$ cat src/rtl/ccu_snoop_fanout_if.sv
// Snoop fan-out bundle: AC/CR/CD toward the snoop controller plus the per-master
// snp_* channels. The fan-out block uses the slave modport, its environment the master one.
interface ccu_snoop_fanout_if #(
    parameter int NoMst     = 4,
    parameter int AddrWidth = 64,
    parameter int DataWidth = 64
);
    logic                      ac_valid_i;
    logic                      ac_ready_o;
    logic [AddrWidth-1:0]      ac_addr_i;
    logic [2:0]                ac_prot_i;
    logic [3:0]                ac_snoop_i;
    logic [NoMst-1:0]          ac_mask_i;
    logic                      cr_valid_o;
    logic                      cr_ready_i;
    logic [4:0]                cr_resp_o;
    logic                      cd_valid_o;
    logic                      cd_ready_i;
    logic [DataWidth-1:0]      cd_data_o;
    logic                      cd_last_o;
    logic [NoMst-1:0]          snp_ac_valid_o;
    logic [NoMst-1:0]          snp_ac_ready_i;
    logic [AddrWidth-1:0]      snp_ac_addr_o;
    logic [2:0]                snp_ac_prot_o;
    logic [3:0]                snp_ac_snoop_o;
    logic [NoMst-1:0]          snp_cr_valid_i;
    logic [NoMst-1:0]          snp_cr_ready_o;
    logic [5*NoMst-1:0]        snp_cr_resp_i;
    logic [NoMst-1:0]          snp_cd_valid_i;
    logic [NoMst-1:0]          snp_cd_ready_o;
    logic [DataWidth*NoMst-1:0] snp_cd_data_i;
    logic [NoMst-1:0]          snp_cd_last_i;

    modport slave (
        input  ac_valid_i, ac_addr_i, ac_prot_i, ac_snoop_i, ac_mask_i,
        output ac_ready_o,
        output cr_valid_o, cr_resp_o,
        input  cr_ready_i,
        output cd_valid_o, cd_data_o, cd_last_o,
        input  cd_ready_i,
        output snp_ac_valid_o, snp_ac_addr_o, snp_ac_prot_o, snp_ac_snoop_o,
        input  snp_ac_ready_i,
        input  snp_cr_valid_i, snp_cr_resp_i,
        output snp_cr_ready_o,
        input  snp_cd_valid_i, snp_cd_data_i, snp_cd_last_i,
        output snp_cd_ready_o
    );

    modport master (
        output ac_valid_i, ac_addr_i, ac_prot_i, ac_snoop_i, ac_mask_i,
        input  ac_ready_o,
        input  cr_valid_o, cr_resp_o,
        output cr_ready_i,
        input  cd_valid_o, cd_data_o, cd_last_o,
        output cd_ready_i,
        input  snp_ac_valid_o, snp_ac_addr_o, snp_ac_prot_o, snp_ac_snoop_o,
        output snp_ac_ready_i,
        output snp_cr_valid_i, snp_cr_resp_i,
        input  snp_cr_ready_o,
        output snp_cd_valid_i, snp_cd_data_i, snp_cd_last_i,
        input  snp_cd_ready_o
    );
endinterface

$ cat src/rtl/ccu_snoop_fanout.sv
// Broadcasts one snoop to the masked cached masters, merges their CR responses and
// forwards the CD burst of the first clean data-carrying master while draining the rest.
module ccu_snoop_fanout #(
    parameter int NoMst     = 4,
    parameter int AddrWidth = 64,
    parameter int DataWidth = 64
) (
    input  logic               clk_i,
    input  logic               rst_i,
    ccu_snoop_fanout_if.slave  bus
);
    localparam int SelW = (NoMst > 1) ? $clog2(NoMst) : 1;

    typedef enum logic [2:0] {S_IDLE, S_AC, S_CR, S_RESP, S_CD} state_t;

    state_t               r_state, w_state_nxt;
    logic [AddrWidth-1:0] r_addr;
    logic [2:0]           r_prot;
    logic [3:0]           r_snoop;
    logic [NoMst-1:0]     r_pend_ac, r_pend_cr, r_cd_mask;
    logic [3:0]           r_merged;     // {WasUnique, IsShared, PassDirty, Error}
    logic                 r_sel_vld;
    logic [SelW-1:0]      r_sel;

    logic [NoMst-1:0]     w_ac_hs, w_cr_hs, w_cr_dt, w_cr_cand, w_cd_done;
    logic [3:0]           w_cr_or;
    logic                 w_cand_any;
    logic [SelW-1:0]      w_cand_idx;

    always_comb begin
        w_ac_hs    = (r_state == S_AC) ? (r_pend_ac & bus.snp_ac_ready_i) : '0;
        w_cr_hs    = (r_state == S_CR) ? (r_pend_cr & bus.snp_cr_valid_i) : '0;
        w_cr_or    = '0;
        w_cr_dt    = '0;
        w_cr_cand  = '0;
        w_cand_any = 1'b0;
        w_cand_idx = '0;
        for (int i = 0; i < NoMst; i++) begin
            w_cr_dt[i]   = bus.snp_cr_resp_i[5*i];
            w_cr_cand[i] = w_cr_hs[i] & bus.snp_cr_resp_i[5*i] & ~bus.snp_cr_resp_i[5*i+1];
            if (w_cr_hs[i])
                w_cr_or = w_cr_or | bus.snp_cr_resp_i[5*i+1 +: 4];
        end
        // Descending scan so the lowest candidate index wins.
        for (int i = NoMst - 1; i >= 0; i--) begin
            if (w_cr_cand[i]) begin
                w_cand_any = 1'b1;
                w_cand_idx = SelW'(i);
            end
        end
        w_cd_done = bus.snp_cd_valid_i & bus.snp_cd_ready_o & bus.snp_cd_last_i;
    end

    always_ff @(posedge clk_i) begin
        if (rst_i) r_state <= S_IDLE;
        else       r_state <= w_state_nxt;
    end

    always_comb begin
        w_state_nxt = r_state;
        case (r_state)
            S_IDLE: if (bus.ac_valid_i)
                        w_state_nxt = (bus.ac_mask_i == '0) ? S_RESP : S_AC;
            S_AC:   if ((r_pend_ac & ~w_ac_hs) == '0) w_state_nxt = S_CR;
            S_CR:   if ((r_pend_cr & ~w_cr_hs) == '0) w_state_nxt = S_RESP;
            S_RESP: if (bus.cr_ready_i)
                        w_state_nxt = (r_cd_mask != '0) ? S_CD : S_IDLE;
            S_CD:   if ((r_cd_mask & ~w_cd_done) == '0) w_state_nxt = S_IDLE;
            default: w_state_nxt = S_IDLE;
        endcase
    end

    always_comb begin
        bus.ac_ready_o     = (r_state == S_IDLE) && !rst_i;
        bus.snp_ac_valid_o = (r_state == S_AC) ? r_pend_ac : '0;
        bus.snp_cr_ready_o = (r_state == S_CR) ? r_pend_cr : '0;
        bus.cr_valid_o     = (r_state == S_RESP);
        bus.cr_resp_o      = (r_state == S_RESP) ? {r_merged, r_sel_vld} : 5'b0;
        bus.cd_valid_o     = 1'b0;
        bus.cd_data_o      = bus.snp_cd_data_i[int'(r_sel)*DataWidth +: DataWidth];
        bus.cd_last_o      = bus.snp_cd_last_i[r_sel];
        bus.snp_cd_ready_o = '0;
        if (r_state == S_CD) begin
            bus.cd_valid_o = r_sel_vld & r_cd_mask[r_sel] & bus.snp_cd_valid_i[r_sel];
            // Non-selected data carriers are drained unconditionally.
            for (int i = 0; i < NoMst; i++) begin
                if (r_sel_vld && (SelW'(i) == r_sel))
                    bus.snp_cd_ready_o[i] = r_cd_mask[i] & bus.cd_ready_i;
                else
                    bus.snp_cd_ready_o[i] = r_cd_mask[i];
            end
        end
    end

    always_ff @(posedge clk_i) begin
        if (rst_i) begin
            r_addr    <= '0;
            r_prot    <= '0;
            r_snoop   <= '0;
            r_pend_ac <= '0;
            r_pend_cr <= '0;
            r_cd_mask <= '0;
            r_merged  <= '0;
            r_sel_vld <= 1'b0;
            r_sel     <= '0;
        end else begin
            case (r_state)
                S_IDLE: if (bus.ac_valid_i) begin
                    r_addr    <= bus.ac_addr_i;
                    r_prot    <= bus.ac_prot_i;
                    r_snoop   <= bus.ac_snoop_i;
                    r_pend_ac <= bus.ac_mask_i;
                    r_pend_cr <= bus.ac_mask_i;
                    r_cd_mask <= '0;
                    r_merged  <= '0;
                    r_sel_vld <= 1'b0;
                    r_sel     <= '0;
                end
                S_AC: r_pend_ac <= r_pend_ac & ~w_ac_hs;
                S_CR: begin
                    r_pend_cr <= r_pend_cr & ~w_cr_hs;
                    r_merged  <= r_merged | w_cr_or;
                    r_cd_mask <= r_cd_mask | (w_cr_hs & w_cr_dt);
                    if (!r_sel_vld && w_cand_any) begin
                        r_sel_vld <= 1'b1;
                        r_sel     <= w_cand_idx;
                    end
                end
                S_CD: r_cd_mask <= r_cd_mask & ~w_cd_done;
                default: ;
            endcase
        end
    end

    assign bus.snp_ac_addr_o  = r_addr;
    assign bus.snp_ac_prot_o  = r_prot;
    assign bus.snp_ac_snoop_o = r_snoop;
endmodule

$ cat src/flat_wrapper.sv
// flat-port wrapper written by rule: the top's interface ports become plain ports
module ccu_snoop_fanout_flat 
#(
    parameter int NoMst     = 4,
    parameter int AddrWidth = 64,
    parameter int DataWidth = 64
)
  (clk_i, rst_i, bus_ac_valid_i, bus_ac_addr_i, bus_ac_prot_i, bus_ac_snoop_i, bus_ac_mask_i, bus_ac_ready_o, bus_cr_valid_o, bus_cr_resp_o, bus_cr_ready_i, bus_cd_valid_o, bus_cd_data_o, bus_cd_last_o, bus_cd_ready_i, bus_snp_ac_valid_o, bus_snp_ac_addr_o, bus_snp_ac_prot_o, bus_snp_ac_snoop_o, bus_snp_ac_ready_i, bus_snp_cr_valid_i, bus_snp_cr_resp_i, bus_snp_cr_ready_o, bus_snp_cd_valid_i, bus_snp_cd_data_i, bus_snp_cd_last_i, bus_snp_cd_ready_o);
  ccu_snoop_fanout_if #(.NoMst(NoMst), .AddrWidth(AddrWidth), .DataWidth(DataWidth)) bus_i ();
  input  logic clk_i;
  input  logic rst_i;
  input wire logic [$bits(bus_i.ac_valid_i)-1:0] bus_ac_valid_i;
  input wire logic [$bits(bus_i.ac_addr_i)-1:0] bus_ac_addr_i;
  input wire logic [$bits(bus_i.ac_prot_i)-1:0] bus_ac_prot_i;
  input wire logic [$bits(bus_i.ac_snoop_i)-1:0] bus_ac_snoop_i;
  input wire logic [$bits(bus_i.ac_mask_i)-1:0] bus_ac_mask_i;
  output wire logic [$bits(bus_i.ac_ready_o)-1:0] bus_ac_ready_o;
  output wire logic [$bits(bus_i.cr_valid_o)-1:0] bus_cr_valid_o;
  output wire logic [$bits(bus_i.cr_resp_o)-1:0] bus_cr_resp_o;
  input wire logic [$bits(bus_i.cr_ready_i)-1:0] bus_cr_ready_i;
  output wire logic [$bits(bus_i.cd_valid_o)-1:0] bus_cd_valid_o;
  output wire logic [$bits(bus_i.cd_data_o)-1:0] bus_cd_data_o;
  output wire logic [$bits(bus_i.cd_last_o)-1:0] bus_cd_last_o;
  input wire logic [$bits(bus_i.cd_ready_i)-1:0] bus_cd_ready_i;
  output wire logic [$bits(bus_i.snp_ac_valid_o)-1:0] bus_snp_ac_valid_o;
  output wire logic [$bits(bus_i.snp_ac_addr_o)-1:0] bus_snp_ac_addr_o;
  output wire logic [$bits(bus_i.snp_ac_prot_o)-1:0] bus_snp_ac_prot_o;
  output wire logic [$bits(bus_i.snp_ac_snoop_o)-1:0] bus_snp_ac_snoop_o;
  input wire logic [$bits(bus_i.snp_ac_ready_i)-1:0] bus_snp_ac_ready_i;
  input wire logic [$bits(bus_i.snp_cr_valid_i)-1:0] bus_snp_cr_valid_i;
  input wire logic [$bits(bus_i.snp_cr_resp_i)-1:0] bus_snp_cr_resp_i;
  output wire logic [$bits(bus_i.snp_cr_ready_o)-1:0] bus_snp_cr_ready_o;
  input wire logic [$bits(bus_i.snp_cd_valid_i)-1:0] bus_snp_cd_valid_i;
  input wire logic [$bits(bus_i.snp_cd_data_i)-1:0] bus_snp_cd_data_i;
  input wire logic [$bits(bus_i.snp_cd_last_i)-1:0] bus_snp_cd_last_i;
  output wire logic [$bits(bus_i.snp_cd_ready_o)-1:0] bus_snp_cd_ready_o;
  assign bus_i.ac_valid_i = bus_ac_valid_i;
  assign bus_i.ac_addr_i = bus_ac_addr_i;
  assign bus_i.ac_prot_i = bus_ac_prot_i;
  assign bus_i.ac_snoop_i = bus_ac_snoop_i;
  assign bus_i.ac_mask_i = bus_ac_mask_i;
  assign bus_ac_ready_o = bus_i.ac_ready_o;
  assign bus_cr_valid_o = bus_i.cr_valid_o;
  assign bus_cr_resp_o = bus_i.cr_resp_o;
  assign bus_i.cr_ready_i = bus_cr_ready_i;
  assign bus_cd_valid_o = bus_i.cd_valid_o;
  assign bus_cd_data_o = bus_i.cd_data_o;
  assign bus_cd_last_o = bus_i.cd_last_o;
  assign bus_i.cd_ready_i = bus_cd_ready_i;
  assign bus_snp_ac_valid_o = bus_i.snp_ac_valid_o;
  assign bus_snp_ac_addr_o = bus_i.snp_ac_addr_o;
  assign bus_snp_ac_prot_o = bus_i.snp_ac_prot_o;
  assign bus_snp_ac_snoop_o = bus_i.snp_ac_snoop_o;
  assign bus_i.snp_ac_ready_i = bus_snp_ac_ready_i;
  assign bus_i.snp_cr_valid_i = bus_snp_cr_valid_i;
  assign bus_i.snp_cr_resp_i = bus_snp_cr_resp_i;
  assign bus_snp_cr_ready_o = bus_i.snp_cr_ready_o;
  assign bus_i.snp_cd_valid_i = bus_snp_cd_valid_i;
  assign bus_i.snp_cd_data_i = bus_snp_cd_data_i;
  assign bus_i.snp_cd_last_i = bus_snp_cd_last_i;
  assign bus_snp_cd_ready_o = bus_i.snp_cd_ready_o;
  ccu_snoop_fanout #(.NoMst(NoMst), .AddrWidth(AddrWidth), .DataWidth(DataWidth)) u_core (.clk_i(clk_i), .rst_i(rst_i), .bus(bus_i));
endmodule
$ cat config.mk
export PLATFORM = sky130hd
export DESIGN_NAME = ccu_snoop_fanout_flat
export DESIGN_NICKNAME = d
export VERILOG_FILES = /design/src/rtl/ccu_snoop_fanout_if.sv /design/src/rtl/ccu_snoop_fanout.sv /design/src/flat_wrapper.sv
export SDC_FILE = /design/constraint.sdc
export NUM_CORES = 1
export LEC_CHECK = 0
export BUFFER_PORTS_ARGS = -buffer_cell sky130_fd_sc_hd__buf_4
export CORE_AREA = 2 2 203 205
export CTS_CLUSTER_DIAMETER = 80
export DETAILED_ROUTE_END_ITERATION = 10
export DIE_AREA = 0 0 205 207
export GPL_TIMING_DRIVEN = 0
export PLACE_DENSITY = 0.36
export SYNTH_ARGS = -nofsm -noshare
export SYNTH_HDL_FRONTEND = slang
export SYNTH_SLANG_ARGS = --single-unit
$ cat constraint.sdc
create_clock -name clk_i -period 1.67 [get_ports clk_i]
set_input_delay 0.167 -clock clk_i [delete_from_list [all_inputs] [get_ports clk_i]]
set_output_delay 0.167 -clock clk_i [all_outputs]
set_load 0.005 [all_outputs]
Yosys cells after proc, flatten, opt, wreduce, memory -nomap -nowiden. Cells that the tools add are included.

Memories kept: 0. Flip-flop bits (word level): 93. Bits in read-only memories: 0. Bits in latches: 0. Output and inout bits: 156. Input port bits: 372. Bits in writable memories: 0. Word-level logic and storage cells: 132.

Multiply operators: 0. $lt $le $gt $ge: 1. $add $sub $neg: 0. Reduce and logical (&&, ||, !) cells: 24. Multiplexer cells: 49. Equal/unequal tests: 13. Shift operators: 1. Bitwise gates (word level): 34. Div/mod/pow operators: 0.

Operators with widths (count): indexed part select 256 x 9 -> 64 bit (1); two-way mux 4 bit (11); AND 4 bit (8); case mux 4 bit (2 select lines) (3); bitwise OR 4 bit (5); two-way mux 3 bit (6); logical NOT 4 bit (4); case mux 3 bit (5 select lines) (1); AND 1 bit (14); two-way mux 1 bit (14); two-way mux 2 bit (7); inverter 4 bit (3); case mux 4 bit (3 select lines) (1); inequality test 2 bit (second input constant) (4); AND reduction 2 bit (4); binary-select mux 1 bit (select 2 bit) (3); equality test 3 x 2 -> 1 bit (second input constant) (2); logical AND 1 bit (6); two-way mux 5 bit (1); AND reduction 5 bit (1); equality test 2 bit (first input constant) (2); inequality test 2 x 1 -> 1 bit (second input constant) (2); inverter 1 bit (4); case mux 2 bit (2 select lines) (1); 12 further kinds (14).

Longest topological paths before layout.
Depth after elaboration: 11. Mapped depth: 6. Mapped depth without buffers: 5.

Least setup slack after synthesis. OpenSTA, ideal clock, no wires.

Kind: register to output. Start: register u_core.r_sel[0]. End: output bus_cd_data_o[58]. Path buffers: 2. Data required time: 1503 ps. Setup slack: 40 ps. Arrival: 1463 ps. Cell stages (with the launch flop): 4. Path through: dfxtp_1 clkbuf_1 clkbuf_1 mux4_2.

Word-level cells in the longest chain between the ends: 1.

RTL lines: from (decl) (RTL line ccu_snoop_fanout.sv:23) `logic [SelW-1:0] r_sel;`; from (signal assigned) (RTL line ccu_snoop_fanout.sv:126) `r_sel <= w_cand_idx;`; indexed part select 256 x 9 -> 64 bit (RTL line ccu_snoop_fanout.sv:80) `bus.cd_data_o = bus.snp_cd_data_i[int'(r_sel)*DataWidth +: DataWidth];`; to (decl) (RTL line flat_wrapper.sv:22) `output wire logic [$bits(bus_i.cd_data_o)-1:0] bus_cd_data_o;`.

Every way passes these cells.

Worst setup path in the final report.
Start: register u_core.r_sel[0]. End: output bus_cd_data_o[23].

The elaborated chain is that of the path after synthesis.

==> out/results.tsv <==
metric	value	unit
run_status	complete, but fails checks	
failed_checks	setup timing	
ys_seq_elements	93	
report.final.setup_viol	70	
finalNetCount	1525	
drt_wl_total	41960	um
dieWidth	205	um
number_of_standard_cells_after_synthesis	579	
critPathKind	flip-flop to primary output	
final.period_utilization	114.6	%
io_pins	528	
vdd_drop_max	439.3	uV
hold_path.class	primary input to flip-flop	
netlist_top_cells_area	sky130_fd_sc_hd__dfxtp_1, sky130_fd_sc_hd__mux4_2, sky130_fd_sc_hd__nand2_1, sky130_fd_sc_hd__a21oi_1, sky130_fd_sc_hd__buf_2	
grt_max_degree	16	
synth_area	0.005399	mm^2
cts.clk_slew.worst_paths	0.07	ns
slew_violations	0	
clock_sinks	93	
vias_per_cell	4.189	
synthTopCellsByCount	sky130_fd_sc_hd__nand2_1, sky130_fd_sc_hd__dfxtp_1, sky130_fd_sc_hd__a21oi_1, sky130_fd_sc_hd__mux4_2, sky130_fd_sc_hd__clkbuf_1	
avgRoutedWirePerCell	24.74	um
dieArea	0.04244	mm^2
place_worst_setup_slack	-0.6601	ns
cts-htree-levels	3	
drt_iter0_drc	379	
grt_first_pass_wirelength	55750	um
finalCoreUtilization	29.18	%
placementRows	74	
ant_nets	0	
post_synth_num_cell_types	46	
synth.yosys.seq_area_share	34.48	%
max-slew-margin-rel	48.26	%
power_density	688.4	mW/mm^2
synth_area_per_cell	9.325	um^2
setup.worst_path.start_class	flip-flop	
clock_latency	0.36	ns
crit_path_max_fanout	5	
first_global_vias	7348	
cts_max_path_buffers	2	
tritoncts.num_buffers	9	
grt_setup_unrepaired	true	
fmaxAchievable	0.5226	GHz
synth_warnings	0	
die-height	207	um
postLayoutSetupSlackWorst	-0.2433	ns
p_total	8.108	mW
number_of_flops_mapped_to_enable_cells_by_yosys	0	
finalHoldViolCount	0	
clock_tree.root_cell	sky130_fd_sc_hd__clkbuf_16	
yosysTopAreaCell	sky130_fd_sc_hd__dfxtp_1	
grt_util_all_layers	18.76	%
drive_above_1_share	66.41	%
finClkSkew	0.007288	ns
grt_antenna_before_repair	8	
synthFlopType	sky130_fd_sc_hd__dfxtp_1	
post-route-drc-count	0	
worstPathArrival	1.75	ns
post-synth-top-count-cell	sky130_fd_sc_hd__nand2_1	
gr_overflow_total	0	
dp_hpwl	35430	um
static-leakage-power	5.157	nW
dr_vias	7105	
critPathCaptureType	primary output	
synth.net_count	951	
place_congestion	0.9681	
netlist.area_leader.share	34.48	%
fillers	4398	
buffer_ports.inserted	526	
min_period	1.913	ns
tightest_slew	0.7761	ns
async_flop_share	0	%
area_growth	118.2	%
tritoncts	built	
crit_required	1.50	ns
detail_route.first_pass.iterations	7	
floorplan.initialDensity	13.37	%
cap_violations	0	
core-area	0.04037	mm^2
-- power by group --
| group | switching [mW] | internal, mW |
|---|---|---|
| sequential | 0.190 | 2.47 |
| clock | 0.991 | 1.17 |
| combinational | 1.46 | 1.82 |
| total | 2.64 | 5.47 |
-- worst paths after layout --
check                                                              start                                        end  slack [ns]  depth (start not counted)
worst max-delay path                        u_core.r_sel[0]$_SDFFE_PP0P_                          bus_cd_data_o[23]       -0.24                          4
worst min-delay path                                   bus_ac_addr_i[35]  u_core.bus.snp_ac_addr_o[35]$_SDFFE_PP0P_        0.05                          3
worst max register to register            u_core.r_state[2]$_SDFFE_PP0P_  u_core.bus.snp_ac_addr_o[21]$_SDFFE_PP0P_        0.01                          5
worst min register to register  u_core.bus.snp_ac_addr_o[7]$_SDFFE_PP0P_   u_core.bus.snp_ac_addr_o[7]$_SDFFE_PP0P_        0.46                          2
-- metal layers --
| layer | track usage (%) | share of wire, % |
|---|---|---|
| met1 | 22.06 | 39 |
| met2 | 33.39 | 51 |
| met3 | 5.223 | 8.2 |
| met4 | 4.589 | 1.4 |
| met5 | 0 | 0.071 |
-- flip-flops by register name, summed over array words and instances (netlist names) --
name                       cells
u_core.bus.snp_ac_addr_o      64
u_core.bus.snp_ac_snoop_o      4
u_core.r_cd_mask               4
u_core.r_merged                4
u_core.r_pend_ac               4
u_core.r_pend_cr               4
u_core.bus.snp_ac_prot_o       3
u_core.r_state                 3
u_core.r_sel                   2
u_core.r_sel_vld               1
-- logic make-up after synthesis --
logic type	Yosys count	share of synthesized area (%)
and+or+nand+nor	227	18.77
AOI/OAI and AO/OA	137	14.97
buffers and inverters	55	4.288
DFF	93	34.48
muxes	67	27.49
-- worst max-delay path, stage by stage, from the launching register on --
cell                      delay [ns]
sky130_fd_sc_hd__dfxtp_4        0.38
sky130_fd_sc_hd__buf_4          0.16
sky130_fd_sc_hd__buf_12         0.13
sky130_fd_sc_hd__mux4_2         0.54
sky130_fd_sc_hd__buf_4          0.17
-- metrics by stage --
stage                     TNS (ns)  hold WS [ns]  instances  instance area [um^2]
after floorplan                  0        0.3030        579                  5399
after global placement      -73.05        0.4143       1637                 10010
after global routing        -17.24       0.04497       1695                 11780
after CTS                   -15.27       0.02995       1685                 11280
after detailed placement    -70.09        0.4219       1637                 10010
final                       -12.94       0.05211       1696                 11780
-- placed cells by master, fill, tap and decap left out, types with 5 or more instances in the layout --
master	n
sky130_fd_sc_hd__and2_4	9
sky130_fd_sc_hd__dfxtp_1	86
sky130_fd_sc_hd__diode_2	6
sky130_fd_sc_hd__o21ai_0	6
sky130_fd_sc_hd__buf_8	7
sky130_fd_sc_hd__a21oi_1	63
sky130_fd_sc_hd__buf_2	5
sky130_fd_sc_hd__mux4_2	65
sky130_fd_sc_hd__buf_6	79
sky130_fd_sc_hd__nand2_4	19
sky130_fd_sc_hd__a21oi_2	20
sky130_fd_sc_hd__clkbuf_1	11
sky130_fd_sc_hd__buf_4	483
sky130_fd_sc_hd__clkbuf_16	14
sky130_fd_sc_hd__a22oi_1	5
sky130_fd_sc_hd__buf_12	12
sky130_fd_sc_hd__nor2_1	13
sky130_fd_sc_hd__nand2_1	143
sky130_fd_sc_hd__inv_1	7
-- final cells by class --
class | instances | area, um^2 | area share (%)
plain buffers | 43 | 480.5 | 4.079
diodes | 6 | 15.01 | 0.1275
well taps | 532 | 665.6 | 5.651
multi-input cells | 431 | 3714 | 31.53
repair buffers | 567 | 4701 | 39.91
clock buffers | 11 | 232.7 | 1.976
inverters | 8 | 30.03 | 0.2549
clock inverters | 5 | 60.06 | 0.5099
flip-flops and latches | 93 | 1881 | 15.97
-- what timing repair did --
item,4_1_cts,5_1_grt
pin swaps,22,59
setup buffers,32,2
hold buffers,0,0
gates resized for setup,190,111
setup endpoints to repair,178,160
cloned,3,4
No activity file was read; power rests on OpenSTA's default activity.
